[config.mk]
export PLATFORM = sky130hd
export DESIGN_NAME = fpu_issue
export DESIGN_NICKNAME = d
export VERILOG_FILES = /design/src/rtl/fpu_pkg.sv /design/src/rtl/fpu_res_fifo.sv /design/src/rtl/fpu_issue.sv
export SDC_FILE = /design/constraint.sdc
export NUM_CORES = 1
export LEC_CHECK = 0
export ABC_AREA = 1
export BUFFER_PORTS_ARGS = -buffer_cell sky130_fd_sc_hd__buf_2
export CAP_MARGIN = 15
export CORE_AREA = 2 2 140 142
export DETAILED_ROUTE_END_ITERATION = 10
export DIE_AREA = 0 0 142 144
export GPL_ROUTABILITY_DRIVEN = 0
export GPL_TIMING_DRIVEN = 0
export PLACE_DENSITY = 0.62
export SYNTH_ARGS = -nofsm -noshare
export SYNTH_HDL_FRONTEND = slang
export SYNTH_SLANG_ARGS = --single-unit
export TNS_END_PERCENT = 1
[constraint.sdc]
create_clock -name clk -period 2.4 [get_ports clk]
set_clock_uncertainty 0.1 [all_clocks]
set_input_delay 0.12 -clock clk [delete_from_list [all_inputs] [get_ports clk]]
set_output_delay 0.12 -clock clk [all_outputs]
set_load 0.02 [all_outputs]
[src/rtl/fpu_pkg.sv]
// fpu_pkg: shared encodings for the FPU issue block.
// Revision 1.0
`default_nettype none

package fpu_pkg;
  localparam logic OP_ADD   = 1'b0;
  localparam logic OP_SUB   = 1'b1;
  localparam int   SIGN_BIT = 31;

  typedef enum logic [1:0] {
    IDLE  = 2'd0,
    ORDER = 2'd1,
    WAIT  = 2'd2
  } state_t;
endpackage

`default_nettype wire

[src/rtl/fpu_res_fifo.sv]
// fpu_res_fifo: tagged result FIFO, head entry presented combinationally.
// Revision 1.0
`default_nettype none

module fpu_res_fifo #(
  parameter int DEPTH = 2,
  parameter int W     = 37
) (
  input  logic                   clk,
  input  logic                   rstn,
  input  logic                   push,
  input  logic [W-1:0]           push_data,
  input  logic                   pop,
  output logic [W-1:0]           head,
  output logic [$clog2(DEPTH):0] count
);
  localparam int AW = $clog2(DEPTH);

  logic [W-1:0]  mem [DEPTH];
  logic [AW-1:0] wr_ptr;
  logic [AW-1:0] rd_ptr;
  logic          do_pop;

  assign do_pop = pop && (count != '0);
  assign head   = mem[rd_ptr];

  // Pointers wrap naturally because DEPTH is a power of two.
  always_ff @(posedge clk or negedge rstn) begin
    if (!rstn) begin
      for (int i = 0; i < DEPTH; i++) mem[i] <= '0;
      wr_ptr <= '0;
      rd_ptr <= '0;
      count  <= '0;
    end else begin
      if (push) begin
        mem[wr_ptr] <= push_data;
        wr_ptr      <= wr_ptr + 1'b1;
      end
      if (do_pop) rd_ptr <= rd_ptr + 1'b1;
      case ({push, do_pop})
        2'b10:   count <= count + 1'b1;
        2'b01:   count <= count - 1'b1;
        default: count <= count;
      endcase
    end
  end
endmodule

`default_nettype wire

[src/rtl/fpu_issue.sv]
// fpu_issue: issues one float add/sub at a time to an order/accepted/done unit
// and returns tagged results through a valid/ready write-back port. Revision 1.0
`default_nettype none

module fpu_issue
  import fpu_pkg::*;
#(
  parameter int DEPTH   = 2,
  parameter int TAGW    = 5,
  parameter int TIMEOUT = 16
) (
  input  logic            clk,
  input  logic            rstn,
  input  logic            req_valid,
  output logic            req_ready,
  input  logic            req_op,
  input  logic [31:0]     req_rs1,
  input  logic [31:0]     req_rs2,
  input  logic [TAGW-1:0] req_tag,
  output logic            order,
  input  logic            accepted,
  input  logic            done,
  output logic [31:0]     u_rs1,
  output logic [31:0]     u_rs2,
  input  logic [31:0]     u_rd,
  output logic            wb_valid,
  input  logic            wb_ready,
  output logic [31:0]     wb_data,
  output logic [TAGW-1:0] wb_tag,
  output logic            err
);
  localparam int               CW        = $clog2(TIMEOUT + 1);
  localparam int               NW        = $clog2(DEPTH) + 1;
  localparam logic [NW-1:0]    FULL      = NW'(DEPTH);
  localparam logic [CW-1:0]    LAST      = CW'(TIMEOUT - 1);
  localparam logic [31:0]      SIGN_MASK = 32'h1 << SIGN_BIT;

  state_t            state, next_state;
  logic [31:0]       rs1_q, rs2_q;
  logic [TAGW-1:0]   tag_q;
  logic [CW-1:0]     cnt;
  logic              err_q;
  logic [NW-1:0]     count;
  logic [TAGW+31:0]  head;
  logic              push, start, set_err, timed_out;

  assign timed_out = (cnt == LAST);

  always_comb begin
    next_state = state;
    push       = 1'b0;
    start      = 1'b0;
    set_err    = 1'b0;
    req_ready  = 1'b0;
    order      = 1'b0;
    case (state)
      IDLE: begin
        req_ready = (count < FULL);
        if (done) set_err = 1'b1;
        if (req_valid && req_ready) begin
          start      = 1'b1;
          next_state = ORDER;
        end
      end
      ORDER: begin
        order = 1'b1;
        // A completion in the final cycle takes priority over the timeout.
        if (accepted && done) begin
          push       = 1'b1;
          next_state = IDLE;
        end else if (timed_out) begin
          set_err    = 1'b1;
          next_state = IDLE;
        end else if (accepted) begin
          next_state = WAIT;
        end else if (done) begin
          set_err = 1'b1;
        end
      end
      WAIT: begin
        if (done) begin
          push       = 1'b1;
          next_state = IDLE;
        end else if (timed_out) begin
          set_err    = 1'b1;
          next_state = IDLE;
        end
      end
      default: next_state = IDLE;
    endcase
  end

  always_ff @(posedge clk or negedge rstn) begin
    if (!rstn) begin
      state <= IDLE;
      rs1_q <= '0;
      rs2_q <= '0;
      tag_q <= '0;
      cnt   <= '0;
      err_q <= 1'b0;
    end else begin
      state <= next_state;
      if (start) begin
        rs1_q <= req_rs1;
        rs2_q <= (req_op == OP_SUB) ? (req_rs2 ^ SIGN_MASK) : req_rs2;
        tag_q <= req_tag;
        cnt   <= '0;
      end else if (state != IDLE) begin
        cnt <= cnt + 1'b1;
      end
      if (set_err) err_q <= 1'b1;
    end
  end

  fpu_res_fifo #(
    .DEPTH (DEPTH),
    .W     (TAGW + 32)
  ) u_fifo (
    .clk       (clk),
    .rstn      (rstn),
    .push      (push),
    .push_data ({tag_q, u_rd}),
    .pop       (wb_ready),
    .head      (head),
    .count     (count)
  );

  assign u_rs1             = rs1_q;
  assign u_rs2             = rs2_q;
  assign err               = err_q;
  assign wb_valid          = (count != '0);
  assign {wb_tag, wb_data} = head;
endmodule

`default_nettype wire

==> results.yml <==
run_status:
  status: "finished clean"
yosys:
  avgSynthCellArea_um2: 8.54
  netlist_top_cells_count: "nand2_1, dfrtp_1, o21ai_0"
  ys_seq_elements: 155
  synth.area.mux_share: 0
  synth_compound_area_frac: 0.0672
  yosys_warnings: 0
  synth_area_leaders: "dfrtp_1, nand2_1, o21ai_0"
  yosysUniqueCellTypes: 26
  synthAdderAreaFrac: 0.0172
  seq_area_frac_synth: 0.594
  async_flop_share: 1.00
  synth_top_cell_by_area: "dfrtp_1"
  yosys.area_share.simple: 0.248
  synth_area_mm2: 0.00654
  netlist_instances: 765
  synth_top_family_by_area: "simple AND/OR/NAND/NOR gates"
  yosys.cell_count.top_type: "nand2_1"
  synth-edff-count: 0
  syn_nets: 882
  synth_xor_area_frac: 0.00536
  synth_top_area_share: 0.594
  synth-main-ff-cell: "dfrtp_1"
floorplanning:
  coreArea_mm2: 0.0191
  die_area_mm2: 0.0204
  rows: 51
  die_x_um: 142
  die_h_um: 144
  start_util: 0.343
  ios: 213
critical_path:
  r2r_slack_ns: 0.44
  path_buf_inv: 4
  max_stage_delay_ns: 0.38
  arrival_ns: 1.97
  worst_path_dominant_cell_family: "buffers and inverters"
  critPathSlowestCell: "clkbuf_1"
  path_cells: "inv_1 > clkbuf_1 > buf_2 > nand2_1 > nand2_1 > buf_2"
  critPathCaptureType: "output port"
  cp.required_ns: 2.18
  critPathLaunchType: "flop"
  cp_max_fo: 10
  worstSetupPathType: "reg2out"
cells_and_area:
  layout.cells.non_filler: 1354
  antennaDiodeCount: 0
  regArea_mm2: 0.00388
  fillers: 1762
  design.final.nets: 1221
  syn2layout_area_growth_pct: 47.2
  fin_util: 0.504
  multi_input_area_mm2: 0.00221
  drive_gt1_frac: 0.247
timing:
  drv_slew: 0
  timing.final.crit_share: 0.912
  setup_ws_ns: 0.210
  worst_slew_pin_slew_ns: 0.671
  rsz0062_at_grt: "false"
  finalSetupViolCount: 0
  clock.fmax_mhz: 457
  hold_viol_final: 0
  fin_crit_ns: 2.19
  max_slew_margin: 0.552
clock_tree:
  cts-htree-levels: 4
  clockBufferDepth: 2
  cts_tree: "yes"
  clkTransAtPathRegs_ns: 0.06
  numCtsBuffers: 17
  insertion_delay_ns: 0.41
  clk_root_buffer_cell: "clkbuf_16"
  cts.sinks: 155
routing:
  wirelength_um: 18800
  drc: 0
  vias_per_cell: 4.49
  wl_per_cell_um: 13.9
  antenna_left: 0
  drt_iter0_markers: 323
  vias: 6086
  dr.pass1.iters: 4
global_routing:
  grt_use_total: 0.187
  grt_overflow: 0
  grt_pass1_wl_um: 29900
  antenna_found_initial: 0
  grt_max_degree: 87
  grt_pass1_vias: 5989
place:
  hpwl_um: 12200
  place_ws_ns: 0.457
  dp_cells: 1216
  io_buffers: 212
power_and_ir_drop:
  leakage_nw: 5.32
  vdd_drop_max_v: 0.000675
  pwr_density_cell_mw_per_mm2: 1280
worst_hold_path:
  hp-class: "in2async"
flow_run:
  maxCapViolCount: 0
==> per-stage QoR <==
stage                     TNS (ns)  instance area [um2]  power, mW  hold WS [ns]
after floorplan                  0                 6540       7.58        -0.276
final                            0                 9620       12.3         0.140
after global routing             0                 9620       13.3         0.188
after CTS                        0                 9620       12.4         0.168
after global placement     -197.75                 7890       9.29         0.212
after detailed placement         0                 7930       9.39        0.0125
==> sequential cells by signal, indices dropped and copies added (netlist names) <==
register / flops
cnt: 5
err: 1
state: 2
tag_q: 5
u_fifo.count: 2
u_fifo.mem: 74
u_fifo.rd_ptr: 1
u_fifo.wr_ptr: 1
u_rs1: 32
u_rs2: 32
==> area by class of cell <==
class | instances | share of cell area
well taps | 238 | 0.0310
inverters | 50 | 0.0195
plain buffers | 39 | 0.0272
multi-input cells | 521 | 0.229
clock inverters | 10 | 0.0173
flip-flops and latches | 155 | 0.403
repair buffers | 320 | 0.226
clock buffers | 21 | 0.0468
==> per-layer routing <==
layer | vias to the layer above | GRT usage | wire (um)
li1 | 3026 | - | -
met1 | 2815 | 0.241 | 8480
met2 | 226 | 0.307 | 8690
met3 | 19 | 0.0470 | 1290
met4 | 0 | 0.0642 | 297
met5 | - | 0 | 0
==> cell families after synthesis <==
logic type      count (synthesis)
buf+inv                        89
xor+xnor                        4
simple gates                  421
fa+ha+maj                       9
compound gates                 87
flops                         155
==> worst register-to-register path, stage by stage, from the launching register on <==
cell,delay [ns]
dfrtp_1,0.39
inv_1,0.10
ha_1,0.31
nand2_1,0.08
inv_2,0.05
nand3b_1,0.11
buf_2,0.27
buf_2,0.30
nand2_1,0.07
o21ai_0,0.09
==> path summary, 6_finish.rpt <==
kind / depth (start not counted) / to / startpoint
max in group asynchronous: 3 / u_rs1[28] / rstn
worst max-delay path: 6 / wb_data[28] / u_fifo.rd_ptr
worst max register to register: 9 / u_fifo.mem[63] / state[0]
worst min register to register: 1 / err / err
worst min-delay path: 2 / u_fifo.mem[48] / rstn
min in group clk: 4 / u_rs2[3] / req_rs2[3]
==> cell usage in the layout (no fill, tap or decap), drive strengths merged <==
master / n
a21o: 1
a21oi: 4
and3: 2
buf: 244
bufinv: 4
clkbuf: 29
clkinv: 3
clkinvlp: 2
dfrtp: 155
dlygate4sd3: 107
ha: 9
inv: 51
nand2: 403
nand3: 5
nand3b: 2
nand4: 3
nor2: 4
nor3: 1
o21ai: 81
o22ai: 1
or2: 1
xnor2: 2
xor2: 2
==> power by group <==
group | internal (mW) | total (mW) | switching [mW]
combinational | 1.79 | 5.09 | 3.29
sequential | 3.76 | 4.40 | 0.638
clock | 1.77 | 2.84 | 1.07
==> repair_timing <==
action,CTS,global route
buffers inserted,0,0
resized for setup,0,0
endpoints found under the hold margin,206,0
hold buffers,107,0
No activity file was read; power rests on OpenSTA's default activity.
